**src/rtl/bus_pkg.sv**
```systemverilog
// ---------------------------------------------------------------------------
// bus_pkg
// Shared definitions for the 4-bit nibble bus receiver: receive FSM state
// encoding, nibble/byte widths, default FIFO depth and timeout, and the
// odd-parity helper used when BUS_RX_PARITY_EN is defined.
// No ports (package).
// ---------------------------------------------------------------------------
package bus_pkg;

  localparam int NIBBLE_W       = 4;
  localparam int BYTE_W         = 8;
  localparam int DEF_FIFO_DEPTH = 4;
  localparam int DEF_TIMEOUT    = 8;

  typedef enum logic [1:0] {
    IDLE     = 2'd0,
    LOW_HELD = 2'd1,
    PUSH     = 2'd2
  } rx_state_e;

  // Returns 1 when {par, data} carries an odd number of ones.
  function automatic logic odd_par_ok(input logic par, input logic [NIBBLE_W-1:0] data);
    return ^{par, data};
  endfunction

endpackage

```
**src/rtl/bus_rx_4bit_if.sv**
```systemverilog
// ---------------------------------------------------------------------------
// bus_rx_4bit_if
// Groups the nibble bus (remote tri-state driver side) and the byte read
// handshake of bus_rx_4bit.
//   bus_data[3:0]  nibble bus, meaningful only while bus_en=1
//   bus_en         remote driver enable, 1 = bus driven this cycle
//   bus_par        odd-parity bit for bus_data (only with BUS_RX_PARITY_EN)
//   rd_data[7:0]   FIFO head byte {high nibble, low nibble}
//   rd_valid       FIFO non-empty
//   rd_ready       consumer accepts rd_data
// Modports: master = remote driver + consumer, slave = receiver.
// Optional macro: BUS_RX_PARITY_EN adds bus_par.
// ---------------------------------------------------------------------------
interface bus_rx_4bit_if;
  import bus_pkg::*;

  logic [NIBBLE_W-1:0] bus_data;
  logic                bus_en;
`ifdef BUS_RX_PARITY_EN
  logic                bus_par;
`endif
  logic [BYTE_W-1:0]   rd_data;
  logic                rd_valid;
  logic                rd_ready;

`ifdef BUS_RX_PARITY_EN
  modport master (output bus_data, bus_en, bus_par, rd_ready,
                  input  rd_data, rd_valid);
  modport slave  (input  bus_data, bus_en, bus_par, rd_ready,
                  output rd_data, rd_valid);
`else
  modport master (output bus_data, bus_en, rd_ready,
                  input  rd_data, rd_valid);
  modport slave  (input  bus_data, bus_en, rd_ready,
                  output rd_data, rd_valid);
`endif

endinterface

```
**src/rtl/bus_rx_fifo.sv**
```systemverilog
// ---------------------------------------------------------------------------
// bus_rx_fifo
// Synchronous FIFO with power-of-two depth. A pop is applied before a push
// on the same edge, so a write into a full FIFO succeeds when a read is
// accepted simultaneously. rd_data is the head entry straight from storage.
//   clk, rst_n     clock, synchronous active-low reset
//   wr_en, wr_data push request and data
//   rd_en          pop request (ignored when empty)
//   rd_data        head entry
//   full, empty    occupancy status
// ---------------------------------------------------------------------------
module bus_rx_fifo #(
  parameter int DEPTH = 4,
  parameter int WIDTH = 8
) (
  input  logic             clk,
  input  logic             rst_n,
  input  logic             wr_en,
  input  logic [WIDTH-1:0] wr_data,
  input  logic             rd_en,
  output logic [WIDTH-1:0] rd_data,
  output logic             full,
  output logic             empty
);

  localparam int AW = $clog2(DEPTH);
  localparam int CW = AW + 1;

  logic [WIDTH-1:0] mem_r [DEPTH];
  logic [AW-1:0]    wr_ptr_r;
  logic [AW-1:0]    rd_ptr_r;
  logic [CW-1:0]    count_r;
  logic             do_rd_s;
  logic             do_wr_s;

  assign empty   = (count_r == {CW{1'b0}});
  assign full    = (count_r == CW'(DEPTH));
  assign rd_data = mem_r[rd_ptr_r];

  // A full FIFO still accepts a write when the head leaves on the same edge.
  assign do_rd_s = rd_en & ~empty;
  assign do_wr_s = wr_en & (~full | do_rd_s);

  // Storage, pointers (wrap naturally at DEPTH) and occupancy count.
  always_ff @(posedge clk) begin
    if (!rst_n) begin
      for (int i = 0; i < DEPTH; i++) begin
        mem_r[i] <= {WIDTH{1'b0}};
      end
      wr_ptr_r <= {AW{1'b0}};
      rd_ptr_r <= {AW{1'b0}};
      count_r  <= {CW{1'b0}};
    end else begin
      if (do_wr_s) begin
        mem_r[wr_ptr_r] <= wr_data;
        wr_ptr_r        <= wr_ptr_r + AW'(1);
      end
      if (do_rd_s) begin
        rd_ptr_r <= rd_ptr_r + AW'(1);
      end
      case ({do_wr_s, do_rd_s})
        2'b10:   count_r <= count_r + CW'(1);
        2'b01:   count_r <= count_r - CW'(1);
        default: count_r <= count_r;
      endcase
    end
  end

endmodule

```
**src/rtl/bus_rx_4bit.sv**
```systemverilog
// ---------------------------------------------------------------------------
// bus_rx_4bit
// Receives bytes as two nibbles (low first) from a shared tri-state nibble
// bus and queues them in a byte FIFO. A partial byte is discarded if the
// high nibble does not arrive within TIMEOUT idle cycles.
//   clk            clock, rising edge
//   rst_n          synchronous active-low reset
//   bus            bus_rx_4bit_if.slave (nibble bus + read handshake)
//   err_clr        clears sticky flags on the next edge (a new event wins)
//   overflow       sticky: byte dropped because the FIFO was full
//   timeout_err    sticky: partial byte discarded by timeout
//   par_err        sticky: nibble with bad odd parity (0 without the macro)
// Optional macro: BUS_RX_PARITY_EN enables bus_par checking; a byte with a
// bad nibble is dropped.
// Byte path: high nibble captured on edge N -> PUSH; edge N+1 registers the
// push strobe; edge N+2 writes the FIFO, so rd_valid rises after edge N+2.
// ---------------------------------------------------------------------------
module bus_rx_4bit
  import bus_pkg::*;
#(
  parameter int FIFO_DEPTH = DEF_FIFO_DEPTH,
  parameter int TIMEOUT    = DEF_TIMEOUT
) (
  input  logic         clk,
  input  logic         rst_n,
  bus_rx_4bit_if.slave bus,
  input  logic         err_clr,
  output logic         overflow,
  output logic         timeout_err,
  output logic         par_err
);

  // Last counter value before the timeout fires.
  localparam logic [7:0] TO_LAST = 8'(TIMEOUT - 1);

  rx_state_e           state_r;
  logic [NIBBLE_W-1:0] lo_r;
  logic [BYTE_W-1:0]   push_byte_r;
  logic                push_r;
  logic [7:0]          cnt_r;
  logic                overflow_r;
  logic                timeout_err_r;
  logic                keep_s;

  logic [BYTE_W-1:0]   rd_data_s;
  logic                full_s;
  logic                empty_s;
  logic                rd_valid_s;
  logic                pop_s;
  logic                ovf_evt_s;

  assign rd_valid_s   = ~empty_s;
  assign pop_s        = rd_valid_s & bus.rd_ready;
  assign ovf_evt_s    = push_r & full_s & ~pop_s;
  assign bus.rd_valid = rd_valid_s;
  assign bus.rd_data  = rd_data_s;
  assign overflow     = overflow_r;
  assign timeout_err  = timeout_err_r;

`ifdef BUS_RX_PARITY_EN
  logic bad_r;
  logic par_err_r;
  logic nib_bad_s;

  // Only a driven bus can report a parity fault.
  assign nib_bad_s = bus.bus_en & ~odd_par_ok(bus.bus_par, bus.bus_data);
  assign keep_s    = ~bad_r;
  assign par_err   = par_err_r;

  // Tracks whether the byte being assembled has a bad nibble, plus the sticky flag.
  always_ff @(posedge clk) begin
    if (!rst_n) begin
      bad_r     <= 1'b0;
      par_err_r <= 1'b0;
    end else begin
      par_err_r <= (par_err_r & ~err_clr) | nib_bad_s;
      case (state_r)
        IDLE:     bad_r <= bus.bus_en ? nib_bad_s : bad_r;
        LOW_HELD: bad_r <= bus.bus_en ? (bad_r | nib_bad_s) : bad_r;
        PUSH:     bad_r <= nib_bad_s;
        default:  bad_r <= 1'b0;
      endcase
    end
  end
`else
  assign keep_s  = 1'b1;
  assign par_err = 1'b0;
`endif

  // Receive FSM: nibble capture, timeout, push strobe and sticky flags.
  always_ff @(posedge clk) begin
    if (!rst_n) begin
      state_r       <= IDLE;
      lo_r          <= {NIBBLE_W{1'b0}};
      push_byte_r   <= {BYTE_W{1'b0}};
      push_r        <= 1'b0;
      cnt_r         <= 8'd0;
      overflow_r    <= 1'b0;
      timeout_err_r <= 1'b0;
    end else begin
      push_r        <= 1'b0;
      overflow_r    <= (overflow_r & ~err_clr) | ovf_evt_s;
      timeout_err_r <= timeout_err_r & ~err_clr;
      case (state_r)
        IDLE: begin
          if (bus.bus_en) begin
            lo_r    <= bus.bus_data;
            cnt_r   <= 8'd0;
            state_r <= LOW_HELD;
          end else begin
            state_r <= IDLE;
          end
        end
        LOW_HELD: begin
          if (bus.bus_en) begin
            push_byte_r <= {bus.bus_data, lo_r};
            state_r     <= PUSH;
          end else if (cnt_r == TO_LAST) begin
            timeout_err_r <= 1'b1;
            cnt_r         <= 8'd0;
            state_r       <= IDLE;
          end else begin
            cnt_r <= cnt_r + 8'd1;
          end
        end
        PUSH: begin
          push_r <= keep_s;
          // A nibble arriving right behind the high nibble starts the next byte.
          if (bus.bus_en) begin
            lo_r    <= bus.bus_data;
            cnt_r   <= 8'd0;
            state_r <= LOW_HELD;
          end else begin
            state_r <= IDLE;
          end
        end
        default: state_r <= IDLE;
      endcase
    end
  end

  bus_rx_fifo #(
    .DEPTH (FIFO_DEPTH),
    .WIDTH (BYTE_W)
  ) u_fifo (
    .clk     (clk),
    .rst_n   (rst_n),
    .wr_en   (push_r),
    .wr_data (push_byte_r),
    .rd_en   (pop_s),
    .rd_data (rd_data_s),
    .full    (full_s),
    .empty   (empty_s)
  );

endmodule

```
**src/flat_wrapper.sv**
```systemverilog
// flat-port wrapper written by rule: the top's interface ports become plain ports
module bus_rx_4bit_flat import bus_pkg::*;
#(
  parameter int FIFO_DEPTH = DEF_FIFO_DEPTH,
  parameter int TIMEOUT    = DEF_TIMEOUT
)
  (clk, rst_n, err_clr, overflow, timeout_err, par_err, bus_bus_data, bus_bus_en, bus_rd_ready, bus_rd_data, bus_rd_valid);
  bus_rx_4bit_if bus_i ();
  input  logic clk;
  input  logic rst_n;
  input  logic err_clr;
  output logic overflow;
  output logic timeout_err;
  output logic par_err;
  input wire logic [$bits(bus_i.bus_data)-1:0] bus_bus_data;
  input wire logic [$bits(bus_i.bus_en)-1:0] bus_bus_en;
  input wire logic [$bits(bus_i.rd_ready)-1:0] bus_rd_ready;
  output wire logic [$bits(bus_i.rd_data)-1:0] bus_rd_data;
  output wire logic [$bits(bus_i.rd_valid)-1:0] bus_rd_valid;
  assign bus_i.bus_data = bus_bus_data;
  assign bus_i.bus_en = bus_bus_en;
  assign bus_i.rd_ready = bus_rd_ready;
  assign bus_rd_data = bus_i.rd_data;
  assign bus_rd_valid = bus_i.rd_valid;
  bus_rx_4bit #(.FIFO_DEPTH(FIFO_DEPTH), .TIMEOUT(TIMEOUT)) u_core (.clk(clk), .rst_n(rst_n), .bus(bus_i), .err_clr(err_clr), .overflow(overflow), .timeout_err(timeout_err), .par_err(par_err));
endmodule
```
**config.mk**
```make
export PLATFORM = sky130hd
export DESIGN_NAME = bus_rx_4bit_flat
export DESIGN_NICKNAME = d
export VERILOG_FILES = /design/src/rtl/bus_pkg.sv /design/src/rtl/bus_rx_4bit_if.sv /design/src/rtl/bus_rx_fifo.sv /design/src/rtl/bus_rx_4bit.sv /design/src/flat_wrapper.sv
export SDC_FILE = /design/constraint.sdc
export NUM_CORES = 1
export LEC_CHECK = 0
export ABC_AREA = 1
export CAP_MARGIN = 10
export CORE_MARGIN = 1
export CORE_UTILIZATION = 40
export CTS_BUF_LIST = sky130_fd_sc_hd__clkbuf_4 sky130_fd_sc_hd__clkbuf_8
export DETAILED_ROUTE_END_ITERATION = 6
export SETUP_SLACK_MARGIN = 0.4
export SLEW_MARGIN = 40
export SYNTH_ARGS = -nofsm -noshare
export SYNTH_HDL_FRONTEND = slang
export SYNTH_SLANG_ARGS = --single-unit
```
**constraint.sdc**
```tcl
create_clock -name clk -period 1.9 [get_ports clk]
set_input_delay 0.38 -clock clk [delete_from_list [all_inputs] [get_ports clk]]
set_output_delay 0.38 -clock clk [all_outputs]
set_load 0.005 [all_outputs]
```
==> run metrics <==
Clock Sinks=66; leakage=1.49 nW; status=finished clean; post-route setup slack=0.201 ns; Worst Setup Start Kind=flop; WP data required=2.12 ns; Setup crit start=u_core.u_fifo.count_r[0]; fmax=589 MHz; Pre-Repair DR Iteration Count=4; Final Util=0.555; R2R Path End=u_core.u_fifo.count_r[2]; Setup violations, final=0; Crit. End Element=flop; vias in the first global route=1981; largest net degree at the start of global routing=26; Final Hold Violating Endpoints=0; core area=6870 um^2; crit path kind=reg -> reg; hold depth=1; hold slack=0.446 ns; GPL Wtd Cong=0.773; diodes inserted=0; clock skew=0.0126 ns; Min-Delay Startpoint=u_core.state_r[0]; Worst R2R Path Depth=10; drc violations=0; synthesized instance count=315; Reg clk slew, reported paths=0.07 ns; Yosys Warn Count=0; Avg Cell Area, Syn=9.18 um^2; P per Cell Area=925 nW/um^2; Layout area overhead=31.9%; initial antenna violation count=0; cell taking the most area after synthesis=edfxtp_1; WL/cell=12.5 um; internal reg-to-reg setup slack=0.20 ns; DP Wirelength=3.85 mm; EDFF count, synth=32; Overall Power=3.53 mW; Initial Util=0.421; top cells by count, synth=nor2_1 (53), nand2_1 (41), o21ai_0 (41), inv_1 (40), dfxtp_1 (34); largest cells by area after synthesis=edfxtp_1 (33%), dfxtp_1 (24%), o21ai_0 (7.1%); final period utilization=0.894; Max Slew Vio Count=0; #FFs+latches synth=66; Peak VDD IR=603 uV; FFs w/ async S/R, synth=0; CTS Buf Count=9; Hold-fix buffers, CTS=0; gr ovfl total=0; Setup Slack @ Placement=-0.330 ns; Ports=21; via count=2200; # rows=30; total track usage=0.168; die span in y=87.0 um; Synth cell types=29; first-pass GRT wire length=9.48 mm; Iteration-0 DRC Markers=115; sequential share of the synthesized area=0.568; latest clock arrival within the worst-skew pair=0.34 ns; share of cells above drive strength 1=0.300; routed wire length=5.80 mm; count leader, synth=nor2_1; CP max FO=4; WP data arrival=1.92 ns; maximum capacitance violations=0; worst r2r src=u_core.u_fifo.count_r[0]; number of nets with antenna violations after routing=0; Via density=4.75; crit path time final=1.70 ns; CTS tree=done; CTS Root Cell=clkbuf_8; synthesized area=2890 um^2; Hold Path Class=reg -> reg; Final #Nets=374; hold-critical path endpoint=u_core.push_r; Max Buffers Root-to-Sink=2; IO buf count=19; H-tree Lvls=3; top cell type's share of synthesized area=0.332; Top FF cell, synth=dfxtp_1; DIE AREA=7570 um^2; Net Count, Synth=327; chip width=87.0 um; RSZ-0062 raised after global routing=yes
[final cells by class]
| cell class | count | area [um^2] |
|---|---|---|
| clock inverter | 7 | 93.8 |
| timing repair buffer | 44 | 398 |
| clock buffer | 9 | 124 |
| fill | 621 | 3060 |
| tap | 96 | 120 |
| inverter | 41 | 165 |
| sequential | 66 | 1660 |
| multi-input combinational | 200 | 1250 |
[flip-flops by register name, summed over array words and instances (netlist names), named ones only]
register                count
u_core.cnt_r                8
u_core.lo_r                 4
u_core.overflow             1
u_core.push_byte_r          8
u_core.push_r               1
u_core.state_r              2
u_core.timeout_err          1
u_core.u_fifo.count_r       3
u_core.u_fifo.mem_r        32
u_core.u_fifo.rd_ptr_r      2
u_core.u_fifo.wr_ptr_r      2
[worst max-delay path, cell delays in order, from the launching register on]
cell	delay, ns
dfxtp_4	0.36
nor2_4	0.05
buf_4	0.13
a21oi_4	0.15
ha_4	0.14
inv_2	0.03
fa_2	0.33
a21oi_1	0.12
o21ai_1	0.09
o21ai_1	0.12
a21oi_1	0.06
[power breakdown]
part	switching [mW]	internal, mW
Clock	0.542	0.736
Combinational	0.323	0.309
Sequential	0.0557	1.56
[per-layer routing]
layer / GRT usage / part of all wire / vias to the layer above
li1: - / - / 1145
met4: 0.0864 / 0.021 / 0
met2: 0.257 / 0.46 / 47
met5: 0 / 0 / -
met1: 0.228 / 0.49 / 999
met3: 0.0322 / 0.037 / 9
[stage by stage]
stage	std cells	TNS (ns)	area (um^2)
detailed placement	437	-7.53	3340
CTS	461	0	3660
floorplan	315	0	2940
global route	463	0	3810
global placement	437	-5.96	3340
finish	463	0	3810
[timing repair]
action	4_1_cts	5_1_grt
gates cloned	2	0
endpoints found under the setup margin	79	39
endpoints found under the hold margin	0	0
setup buffers	6	2
gates resized for setup	74	41
pin swaps	8	15
[how the worst max path moves through the flow]
stage	end	cells past startpoint	slack [ns]
2_1_floorplan	u_core.u_fifo.count_r[2]	10	0.22
3_3_place_gp	u_core.u_fifo.count_r[2]	10	-0.28
3_5_place_dp	u_core.u_fifo.count_r[2]	10	-0.33
4_1_cts	u_core.u_fifo.count_r[2]	10	0.21
5_1_grt	u_core.u_fifo.count_r[2]	10	0.06
6_report	u_core.u_fifo.count_r[2]	10	0.20
[cell usage in the layout, fill, tap and decap left out, drive strengths merged]
| cell type | Yosys | layout |
|---|---|---|
| a21oi | 26 | 26 |
| buf | 7 | 33 |
| bufinv | 0 | 2 |
| clkbuf | 1 | 11 |
| clkdlybuf4s50 | 0 | 7 |
| clkinv | 1 | 5 |
| clkinvlp | 0 | 2 |
| conb | 1 | 1 |
| dfxtp | 34 | 34 |
| dlygate4sd2 | 0 | 2 |
| edfxtp | 32 | 32 |
| fa | 1 | 1 |
| ha | 2 | 2 |
| inv | 40 | 39 |
| nand2 | 43 | 43 |
| nand3 | 8 | 8 |
| nand4 | 1 | 1 |
| nor2 | 56 | 56 |
| nor3 | 8 | 8 |
| nor3b | 1 | 1 |
| o21a | 1 | 1 |
| o21ai | 42 | 42 |
| o22ai | 8 | 8 |
| o31ai | 2 | 2 |
[logic make-up after synthesis]
| logic type | Yosys count | share of synthesized area |
|---|---|---|
| other | 1 | 0.00130 |
| adders and majority gates | 3 | 0.0156 |
| AOI/OAI and AO/OA | 79 | 0.148 |
| DFF | 66 | 0.568 |
| buffers and inverters | 49 | 0.0671 |
| and+or+nand+nor | 117 | 0.200 |
No activity file was read; power rests on OpenSTA's default activity.
